### config.mk
export PLATFORM = sky130hd
export DESIGN_NAME = guess_search
export DESIGN_NICKNAME = d
export VERILOG_FILES = /design/src/rtl/guess_search.sv
export SDC_FILE = /design/constraint.sdc
export NUM_CORES = 1
export LEC_CHECK = 0
export BUFFER_PORTS_ARGS = -buffer_cell sky130_fd_sc_hd__buf_2
export CELL_PAD_IN_SITES_DETAIL_PLACEMENT = 0
export CELL_PAD_IN_SITES_GLOBAL_PLACEMENT = 1
export CORE_ASPECT_RATIO = 1.1
export CORE_MARGIN = 2
export CORE_UTILIZATION = 40
export CTS_CLUSTER_DIAMETER = 30
export DETAILED_ROUTE_END_ITERATION = 16
export PLACE_DENSITY_LB_ADDON = 0.1
export SKIP_LAST_GASP = 1
export SLEW_MARGIN = 20
export SYNTH_ARGS = -nofsm -noshare
export SYNTH_HDL_FRONTEND = slang
export SYNTH_SLANG_ARGS = --single-unit
### constraint.sdc
create_clock -name clk -period 3 [get_ports clk]
set_input_delay 0.3 -clock clk [delete_from_list [all_inputs] [get_ports clk]]
set_output_delay 0.3 -clock clk [all_outputs]
set_load 0.02 [all_outputs]
### src/rtl/guess_search.sv
// Binary-search initiator driving a magnitude comparator (x1 = guess, x2 = hidden target).
// Issues guesses and consumes LT/EQ/GrT verdicts until a hit, an empty range, or malformed flags.
module guess_search #(
    parameter int W     = 4,
    parameter int CNT_W = 4
) (
    input  logic             clk,
    input  logic             rst,
    input  logic             start,
    input  logic             rsp_valid,
    input  logic             LT,
    input  logic             EQ,
    input  logic             GrT,
    output logic [W-1:0]     guess,
    output logic             guess_valid,
    output logic             busy,
    output logic             done,
    output logic             found,
    output logic             err,
    output logic [W-1:0]     result,
    output logic [CNT_W-1:0] probes
);

    typedef enum logic [1:0] {IDLE, ASK, FIN} state_t;

    localparam logic [W:0]   HI_INIT    = {1'b0, {W{1'b1}}};
    localparam logic [W-1:0] GUESS_INIT = W'(HI_INIT >> 1);

    state_t           state_reg,  state_next;
    logic [W:0]       lo_reg,     lo_next;
    logic [W:0]       hi_reg,     hi_next;
    logic [W-1:0]     guess_reg,  guess_next;
    logic [W-1:0]     result_reg, result_next;
    logic [CNT_W-1:0] probes_reg, probes_next;
    logic             found_reg,  found_next;
    logic             err_reg,    err_next;

    // Bounds are one bit wider than the guess so hi = -1 and lo = 2^W stay distinguishable.
    logic [W:0]       lo_step;
    logic [W:0]       hi_step;
    logic [W:0]       mid_sum;
    logic             one_hot;

    always_ff @(posedge clk or posedge rst) begin
        if (rst) begin
            state_reg  <= IDLE;
            lo_reg     <= '0;
            hi_reg     <= HI_INIT;
            guess_reg  <= '0;
            result_reg <= '0;
            probes_reg <= '0;
            found_reg  <= 1'b0;
            err_reg    <= 1'b0;
        end else begin
            state_reg  <= state_next;
            lo_reg     <= lo_next;
            hi_reg     <= hi_next;
            guess_reg  <= guess_next;
            result_reg <= result_next;
            probes_reg <= probes_next;
            found_reg  <= found_next;
            err_reg    <= err_next;
        end
    end

    always_comb begin
        state_next  = state_reg;
        lo_next     = lo_reg;
        hi_next     = hi_reg;
        guess_next  = guess_reg;
        result_next = result_reg;
        probes_next = probes_reg;
        found_next  = found_reg;
        err_next    = err_reg;
        lo_step     = lo_reg;
        hi_step     = hi_reg;
        mid_sum     = '0;
        one_hot     = ({LT, EQ, GrT} == 3'b100) || ({LT, EQ, GrT} == 3'b010) ||
                      ({LT, EQ, GrT} == 3'b001);

        case (state_reg)
            IDLE: begin
                if (start) begin
                    lo_next     = '0;
                    hi_next     = HI_INIT;
                    guess_next  = GUESS_INIT;
                    probes_next = '0;
                    found_next  = 1'b0;
                    err_next    = 1'b0;
                    result_next = '0;
                    state_next  = ASK;
                end
            end
            ASK: begin
                if (rsp_valid) begin
                    probes_next = probes_reg + CNT_W'(1);
                    if (!one_hot) begin
                        err_next   = 1'b1;
                        found_next = 1'b0;
                        state_next = FIN;
                    end else if (EQ) begin
                        found_next  = 1'b1;
                        result_next = guess_reg;
                        state_next  = FIN;
                    end else begin
                        if (LT) begin
                            lo_step = {1'b0, guess_reg} + (W+1)'(1);
                        end else begin
                            hi_step = {1'b0, guess_reg} - (W+1)'(1);
                        end
                        lo_next = lo_step;
                        hi_next = hi_step;
                        // A set top bit on hi means it went negative: the range is empty.
                        if (hi_step[W] || (lo_step > hi_step)) begin
                            found_next = 1'b0;
                            state_next = FIN;
                        end else begin
                            mid_sum    = lo_step + hi_step;
                            guess_next = W'(mid_sum >> 1);
                        end
                    end
                end
            end
            FIN: begin
                state_next = IDLE;
            end
            default: begin
                state_next = IDLE;
            end
        endcase
    end

    assign guess       = guess_reg;
    assign guess_valid = (state_reg == ASK);
    assign busy        = (state_reg == ASK);
    assign done        = (state_reg == FIN);
    assign found       = found_reg;
    assign err         = err_reg;
    assign result      = result_reg;
    assign probes      = probes_reg;

endmodule

# --- Yosys cells after proc, flatten, opt, wreduce, memory -nomap -nowiden ---
# Cells that the tools add are included.
totals:
  reg_bits: 26
  input_bits: 7
  out_inout_bits: 17
  wordCells: 86
classes:
  n_addsub: 4
  n_lt_le_gt_ge: 1
  eq_ne: 13
  n_mux: 48
  n_reduce_logical: 12
op_table:
  columns: ["cell", "n"]
  rows:
  - ["$mux 5", 18]
  - ["$mux 4", 10]
  - ["$pmux 4 s2", 3]
  - ["$pmux 5 s2", 2]
  - ["$ne 2x2->1 const B", 6]
  - ["$mux 2", 5]
  - ["$reduce_and 5->1", 2]
  - ["$reduce_and 4->1", 2]
  - ["$mux 1", 7]
  - ["$reduce_and 3->1", 2]
  - ["$reduce_and 6->1", 1]
  - ["$add 4x1->5 const B", 1]
  - ["$add 5x5->5", 1]
  - ["$gt 5x5->1", 1]
  - ["$sub 4x1->5 const B", 1]
  - ["$add 4x1->4 const B", 1]
  - ["$ne 4x3->1 const B", 1]
  - ["$pmux 1 s2", 2]
  - ["$pmux 2 s2", 1]
  - ["$eq 3x1->1 const B", 1]
  - ["$eq 3x2->1 const B", 1]
  - ["$eq 3x3->1 const B", 1]
  - ["$logic_or 1x1->1", 3]
  - ["$eq 2x1->1 const B", 1]
  - ["other kinds (4)", 4]

# --- Logic depth before layout (Yosys ltp) ---
# Gate-level depths: netlist (run 1).
logic_depth:
  word_depth: 13
  mapped_depth: 13
  depth_no_buf: 12

# --- Worst setup path before layout (run 1) ---
# No wires, ideal clock.
synth_path:
  path_kind: "register -> register"
  from: "register guess_reg[0] (netlist: guess[0])"
  to: "register guess_reg[1] (netlist: guess[1])"
  setup_time_ns: 0.126
  arrival_time_ns: 2.769
  required_time_ns: 2.874
  slack_ns: 0.105
  stages_incl_launch_ff: 11
  path_buffers: 1
  synth_period_minus_slack_ns: 2.895
  path_cell_list: "dfrtp_1 > inv_1 > ha_1 > mux2i_1 > inv_1 > ha_1 > nor4b_1 > a22oi_1 > or2_0 > buf_2 > o32a_1"
synth_between:
  elab_chain_len: 12
  elab_cells_between_ends: 22
  cone_classes: "add/sub: 3; order compare: 1; eq/ne: 1; mux: 15; reduce/logical: 2"
synth_lines:
  columns: ["element", "line_no", "rtl"]
  rows:
  - ["start: declaration", "32", "logic [W-1:0] guess_reg, guess_next;"]
  - ["start signal: assignment", "58", "guess_reg <= guess_next;"]
  - ["$add 4x1->5 or $sub 4x1->5 (tied branches)", "107, 109", null]
  - ["$mux 5", "106", "if (LT) begin"]
  - ["$mux 5", "101", "end else if (EQ) begin"]
  - ["$mux 5", "97", "if (!one_hot) begin"]
  - ["$mux 5", "95", "if (rsp_valid) begin"]
  - ["$mux 5", "81", "case (state_reg)"]
  - ["$add 5x5->5", "118", "mid_sum = lo_step + hi_step;"]
  - ["$mux 4", "114", "if (hi_step[W] || (lo_step > hi_step)) begin"]
  - ["$mux 4", "101", null]
  - ["$mux 4", "97", null]
  - ["$mux 4", "95", null]
  - ["$pmux 4 s2", "81", null]
# Parallel ways exist; a longest one is shown, timed or not. The select of a mux whose other input is x is not followed.
# A chain may end at the register's enable or synchronous reset.

# --- Worst setup path in the final report (run 1) ---
layout_path:
  from: "register guess_reg[2] (netlist: guess[2])"
  to: "register guess_reg[2] (netlist: guess[2])"
# Same word-level chain as after synthesis.

==> impl_metrics.env, run 1 <==
export IMPL_die_area_um2=4710
export IMPL_max_slew_margin_pct=59.8
export IMPL_antenna_found_initial=0
export IMPL_die_h_um=71.8
export IMPL_nFillCells=399
export IMPL_layout_min_cycle_time_ns=2.74
export IMPL_firstDrtPassIters=4
export IMPL_leakage_nw=0.923
export IMPL_max_freq_ghz=0.366
export IMPL_hold_path_class="in2async"
export IMPL_synth_top_cells_by_area="dfrtp_1 33%, ha_1 9.0%, dfstp_2 6.3%, a22o_1 4.2%, inv_1 4.0%"
export IMPL_io_pins=24
export IMPL_clk_insertion_delay_late_ns=0.27
export IMPL_post_route_period_util_pct=91.2
export IMPL_cts_made_buffers=3
export IMPL_ys_types=45
export IMPL_htree_levels=1
export IMPL_grt_use_total_pct=19.0
export IMPL_setup_tns_ns=0
export IMPL_antenna_cells=0
export IMPL_fp_coreArea_um2=3990
export IMPL_die_x_um=65.6
export IMPL_clockBufferDepth=2
export IMPL_syn_cell_area_um2=1670
export IMPL_gp_congestion=0.882
export IMPL_grt_first_pass_wirelength_um=6840
export IMPL_vdd_ir_drop_max_mv=0.241
export IMPL_synth_largest_area_cell="dfrtp_1"
export IMPL_rsz0062_at_grt="no"
export IMPL_finalWirelength_um=3930
export IMPL_grt_overflow=0
export IMPL_cts_root_buf="clkbuf_8"
export IMPL_synth_yosys_warnings=0
export IMPL_critPathCaptureType="flip-flop"
export IMPL_clkSinkCount=26
export IMPL_syn_avg_cell_area_um2=9.38
export IMPL_nNetsFinal=225
export IMPL_worst_hold_slack_ns=0.0719
export IMPL_yosysTopAreaCellShare_pct=33.0
export IMPL_cp_data_required_time_ns=3.16
export IMPL_arrival_ns=2.90
export IMPL_drv_slew=0
export IMPL_regArea_um2=656
export IMPL_start_util_pct=41.8
export IMPL_grt_pass1_vias=1361
export IMPL_synth_nets=198
export IMPL_cts_tree="built"
export IMPL_route_detailed_drc=0
export IMPL_drtIter0Drc=75
export IMPL_worst_pin_slew_ns=0.597
export IMPL_multi_input_area_um2=896
export IMPL_grt_max_degree=27
export IMPL_netlist_instances=178
export IMPL_synth_seq_area_share_pct=39.3
export IMPL_hpwl_um=3010
export IMPL_crit_path_start_kind="flip-flop"
export IMPL_ant_nets=0
export IMPL_dp_cells=252
export IMPL_area_growth_pct=14.7
export IMPL_rows=24
export IMPL_final_util_pct=48.0
export IMPL_worst_setup_path_type="reg2reg"
export IMPL_avgRoutedWirePerCell_um=15.3
export IMPL_cellPowerDensity_nw_per_um2=713
export IMPL_cts_reportedPaths_clkPinSlew_ns=0.09
export IMPL_cap_viol_max_count=0
export IMPL_synth_main_ff_cell="dfrtp_1"
export IMPL_drive_above_1_share_pct=23.0
export IMPL_clock_skew_ns=0.00425
export IMPL_yosys_register_bits=26
export IMPL_viasPerCell=5.28
export IMPL_synth_edf_count=0
export IMPL_portBuffers=23
export IMPL_setup_viol=0
export IMPL_status="completed"
export IMPL_hold_violations=0
export IMPL_async_flop_share_pct=100
export IMPL_cp_max_fo=7
export IMPL_final_cells=256
export IMPL_via_count=1351
## stage by stage
step | instance area [um2] | total power [W] | setup WS (ns)
6_report | 1920 | 0.00137 | 0.265
3_5_place_dp | 1860 | 0.00116 | 0.0904
2_1_floorplan | 1670 | 0.000949 | 0.105
4_1_cts | 1910 | 0.00137 | 0.0641
3_3_place_gp | 1860 | 0.00116 | 0.176
5_1_grt | 1920 | 0.00148 | 0.0538
## placed cells by master, fill, tap and decap left out, types with 2 or more instances in the layout
cell type and n:
buf_2 23, dfrtp_1 22, inv_1 17, o21ai_0 13
a21oi_1 12, ha_1 12, nor2_1 11, nand2_1 11
buf_4 9, a22o_1 8, xnor2_1 6, mux2i_1 5
nor2b_1 4, nand3_1 4, xor2_1 4, dfstp_2 4
o32a_1 3, clkbuf_8 3, nor4b_2 2, nand3b_1 2
nor3b_1 2, a31oi_1 2, o22a_1 2
## path summary, 6_finish.rpt
kind,start,to,slack [ns],cells past startpoint
worst min-delay path,rst,result[1]$_DFFE_PP0P_,0.07,2
min in group clk,rsp_valid,state_reg[0]$_DFFE_PP0P_,0.35,2
worst max-delay path,guess[2]$_DFFE_PP0P_,guess[2]$_DFFE_PP0P_,0.26,9
max in group asynchronous,rst,hi_reg[0]$_DFFE_PP1P_,2.54,2
worst min register to register,hi_reg[1]$_DFFE_PP1P_,hi_reg[1]$_DFFE_PP1P_,0.50,2
worst max register to register,guess[2]$_DFFE_PP0P_,guess[2]$_DFFE_PP0P_,0.26,9
## cells by family (layout without fill, tap and decap cells)
group | after synthesis | count (layout) | synth area share, %
adder cells (fa/ha/maj) | 13 | 13 | 10.2
XOR/XNOR | 10 | 10 | 5.24
AND/OR/NAND/NOR | 46 | 46 | 15.1
buffers and inverters | 29 | 55 | 7.71
multiplexers | 5 | 5 | 3.00
AO/OA/AOI/OAI | 49 | 49 | 19.5
flip-flops | 26 | 26 | 39.3
## layout make-up
class | instances | area share, %
Clock buffer | 4 | 2.35
Inverter | 19 | 3.72
Multi-Input combinational cell | 123 | 46.8
Sequential cell | 26 | 34.2
Tap cell | 52 | 3.40
Timing Repair Buffer | 32 | 9.54
## repair_timing
action | CTS | global route
resized for setup | 0 | 3
hold buffers | 0 | 0
buffers inserted | 0 | 0
endpoints found under the setup margin | 0 | 7
## layer usage
| layer | global-route usage, % | routed length, um | vias to the layer above |
|---|---|---|---|
| met2 | 32.1 | 1940 | 16 |
| li1 | - | - | 668 |
| met1 | 26.7 | 1880 | 663 |
| met5 | 0 | 0 | - |
| met3 | 1.41 | 77 | 4 |
| met4 | 4.17 | 30 | 0 |
## cells in the mapped netlist, types with 2 or more instances
cell / number
a21oi_1: 13
a22o_1: 8
a31oi_1: 2
buf_2: 4
buf_4: 2
clkbuf_1: 3
dfrtp_1: 22
dfstp_2: 4
ha_1: 12
inv_1: 18
mux2i_1: 5
nand2_1: 11
nand3_1: 4
nand3b_1: 2
nor2_1: 11
nor2b_1: 4
nor3b_1: 2
o21ai_0: 13
o22a_1: 2
o32a_1: 3
xnor2_1: 6
xor2_1: 4
## critical path, cell delays in order (launching register included)
cell,delay [ns]
dfrtp_1,0.49
nor3_1,0.26
xnor2_1,0.11
mux2i_1,0.28
inv_1,0.08
ha_1,0.30
nor4b_2,0.27
a22oi_1,0.16
or2_1,0.33
o32a_1,0.35
## report_power, final
part / leakage, nW / switching (W) / total [W] / internal [W]
combinational: 0.572 / 0.000397 / 0.000666 / 0.000270
sequential: 0.329 / 0.0000726 / 0.000491 / 0.000418
clock: 0.0228 / 0.000114 / 0.000210 / 0.0000952
total: 0.923 / 0.000584 / 0.00137 / 0.000783
(Power assumes the default switching activity.)
==> run 2, diff against run 1 <==
- CORE_MARGIN: 2 -> 4
==> impl_metrics.env, run 2 (synthesized netlist as in run 1, its figures left out) <==
export IMPL_status="completed"
export IMPL_cap_viol_max_count=0
export IMPL_worst_hold_slack_ns=0.0616
export IMPL_die_h_um=75.8
export IMPL_avgRoutedWirePerCell_um=15.1
export IMPL_hold_path_class="in2async"
export IMPL_drive_above_1_share_pct=23.3
export IMPL_cellPowerDensity_nw_per_um2=745
export IMPL_setup_viol=0
export IMPL_worst_pin_slew_ns=0.598
export IMPL_hold_violations=0
export IMPL_final_common_cell="buf_2"
export IMPL_via_count=1298
export IMPL_layout_common_cells="23 x buf_2, 22 x dfrtp_1, 17 x inv_1"
export IMPL_grt_overflow=0
export IMPL_vdd_ir_drop_max_mv=0.333
export IMPL_cts_reportedPaths_clkPinSlew_ns=0.11
export IMPL_fp_coreArea_um2=3990
export IMPL_cts_tree="built"
export IMPL_layout_min_cycle_time_ns=2.74
export IMPL_io_pins=24
export IMPL_viasPerCell=5.11
export IMPL_grt_pass1_vias=1255
export IMPL_crit_path_start_kind="flip-flop"
export IMPL_antenna_cells=0
export IMPL_drv_slew=0
export IMPL_worst_setup_path_type="reg2reg"
export IMPL_final_cells=254
export IMPL_antenna_found_initial=0
export IMPL_cts_made_buffers=3
export IMPL_place_ws_ns=0.119
export IMPL_critPathCaptureType="flip-flop"
export IMPL_start_util_pct=41.8
export IMPL_rsz0062_at_grt="no"
export IMPL_max_slew_margin_pct=59.7
export IMPL_nFillCells=383
export IMPL_layout_setup_ws_ns=0.262
export IMPL_htree_levels=1
export IMPL_cp_data_required_time_ns=3.16
export IMPL_area_growth_pct=15.5
export IMPL_setup_tns_ns=0
export IMPL_clk_insertion_delay_late_ns=0.27
export IMPL_finalWirelength_um=3820
export IMPL_post_cts_buffers=0
export IMPL_firstDrtPassIters=4
export IMPL_drtIter0Drc=56
export IMPL_grt_use_total_pct=15.2
export IMPL_arrival_ns=2.90
export IMPL_die_area_um2=5280
export IMPL_nNetsFinal=223
export IMPL_hpwl_um=2930
export IMPL_ant_nets=0
export IMPL_route_detailed_drc=0
export IMPL_dp_cells=250
export IMPL_leakage_nw=0.929
export IMPL_die_x_um=69.6
export IMPL_cts_root_buf="clkbuf_8"
export IMPL_portBuffers=23
export IMPL_clockBufferDepth=2
export IMPL_post_route_period_util_pct=91.3
export IMPL_grt_max_degree=27
export IMPL_cp_max_fo=7
export IMPL_clkSinkCount=26
export IMPL_grt_first_pass_wirelength_um=6350
export IMPL_max_freq_ghz=0.365
export IMPL_rows=24
export IMPL_gp_congestion=0.795
export IMPL_clock_skew_ns=0.00800
==> run 2: changes by cell type in the layout (fill, tap and decap cells not counted), sizes merged <==
cell / change
buf: -2
bufinv: +1
clkbuf: -1
==> run 2: power breakdown <==
| part | internal, W | switching [W] |
|---|---|---|
| combinational | 0.000260 | 0.000385 |
| clock | 0.000179 | 0.000122 |
| sequential | 0.000418 | 0.0000738 |
| total | 0.000856 | 0.000581 |
==> run 2: repair_timing <==
item,4_1_cts,5_1_grt
hold buffers,0,0
resized for setup,0,4
setup endpoints to repair,0,7
==> run 2: area by class of cell <==
class	instances	area [um2]	area share, %
multi-input combinational	123	898	46.6
sequential	26	656	34.0
timing repair buffer	30	168	8.69
inverter	19	71.3	3.70
tap	52	65.1	3.37
clock buffer	3	41.3	2.14
clock inverter	1	30.0	1.56
==> run 2: path summary, 6_finish.rpt <==
kind | depth (start not counted) | startpoint | slack [ns] | endpoint
max | 12 | guess[1]$_DFFE_PP0P_ | 0.26 | guess[2]$_DFFE_PP0P_
min | 2 | rst | 0.06 | result[3]$_DFFE_PP0P_
min reg2reg | 2 | hi_reg[1]$_DFFE_PP1P_ | 0.51 | hi_reg[1]$_DFFE_PP1P_
min in group clk | 2 | rsp_valid | 0.34 | state_reg[0]$_DFFE_PP0P_
max in group asynchronous | 2 | rst | 2.55 | hi_reg[0]$_DFFE_PP1P_
max reg2reg | 12 | guess[1]$_DFFE_PP0P_ | 0.26 | guess[2]$_DFFE_PP0P_
==> run 2: worst max-delay path: stages (launching register included) <==
cell and delay, ns:
dfrtp_1 0.42, inv_1 0.06, ha_1 0.20, xnor2_1 0.15, nor2_1 0.07, a21oi_2 0.15, inv_1 0.06, ha_1 0.37
nor2b_1 0.07, o311ai_0 0.30, a22oi_1 0.14, or2_4 0.30, o32a_1 0.33
==> run 2: layer usage <==
layer	global-route usage, %	share of wire [%]	up-vias
met3	2.11	2.2	2
met1	20.9	49	618
met5	0	0	-
met4	3.19	0.58	0
li1	-	-	664
met2	25.8	48	14
==> run 2: per-stage QoR <==
step	utilization [%]	power (W)	area [um2]
finish	48.3	0.00144	1930
global route	48.3	0.00154	1930
CTS	48.0	0.00144	1920
detailed placement	46.2	0.00114	1850
global placement	46.2	0.00113	1850
floorplan	-	0.000949	1670
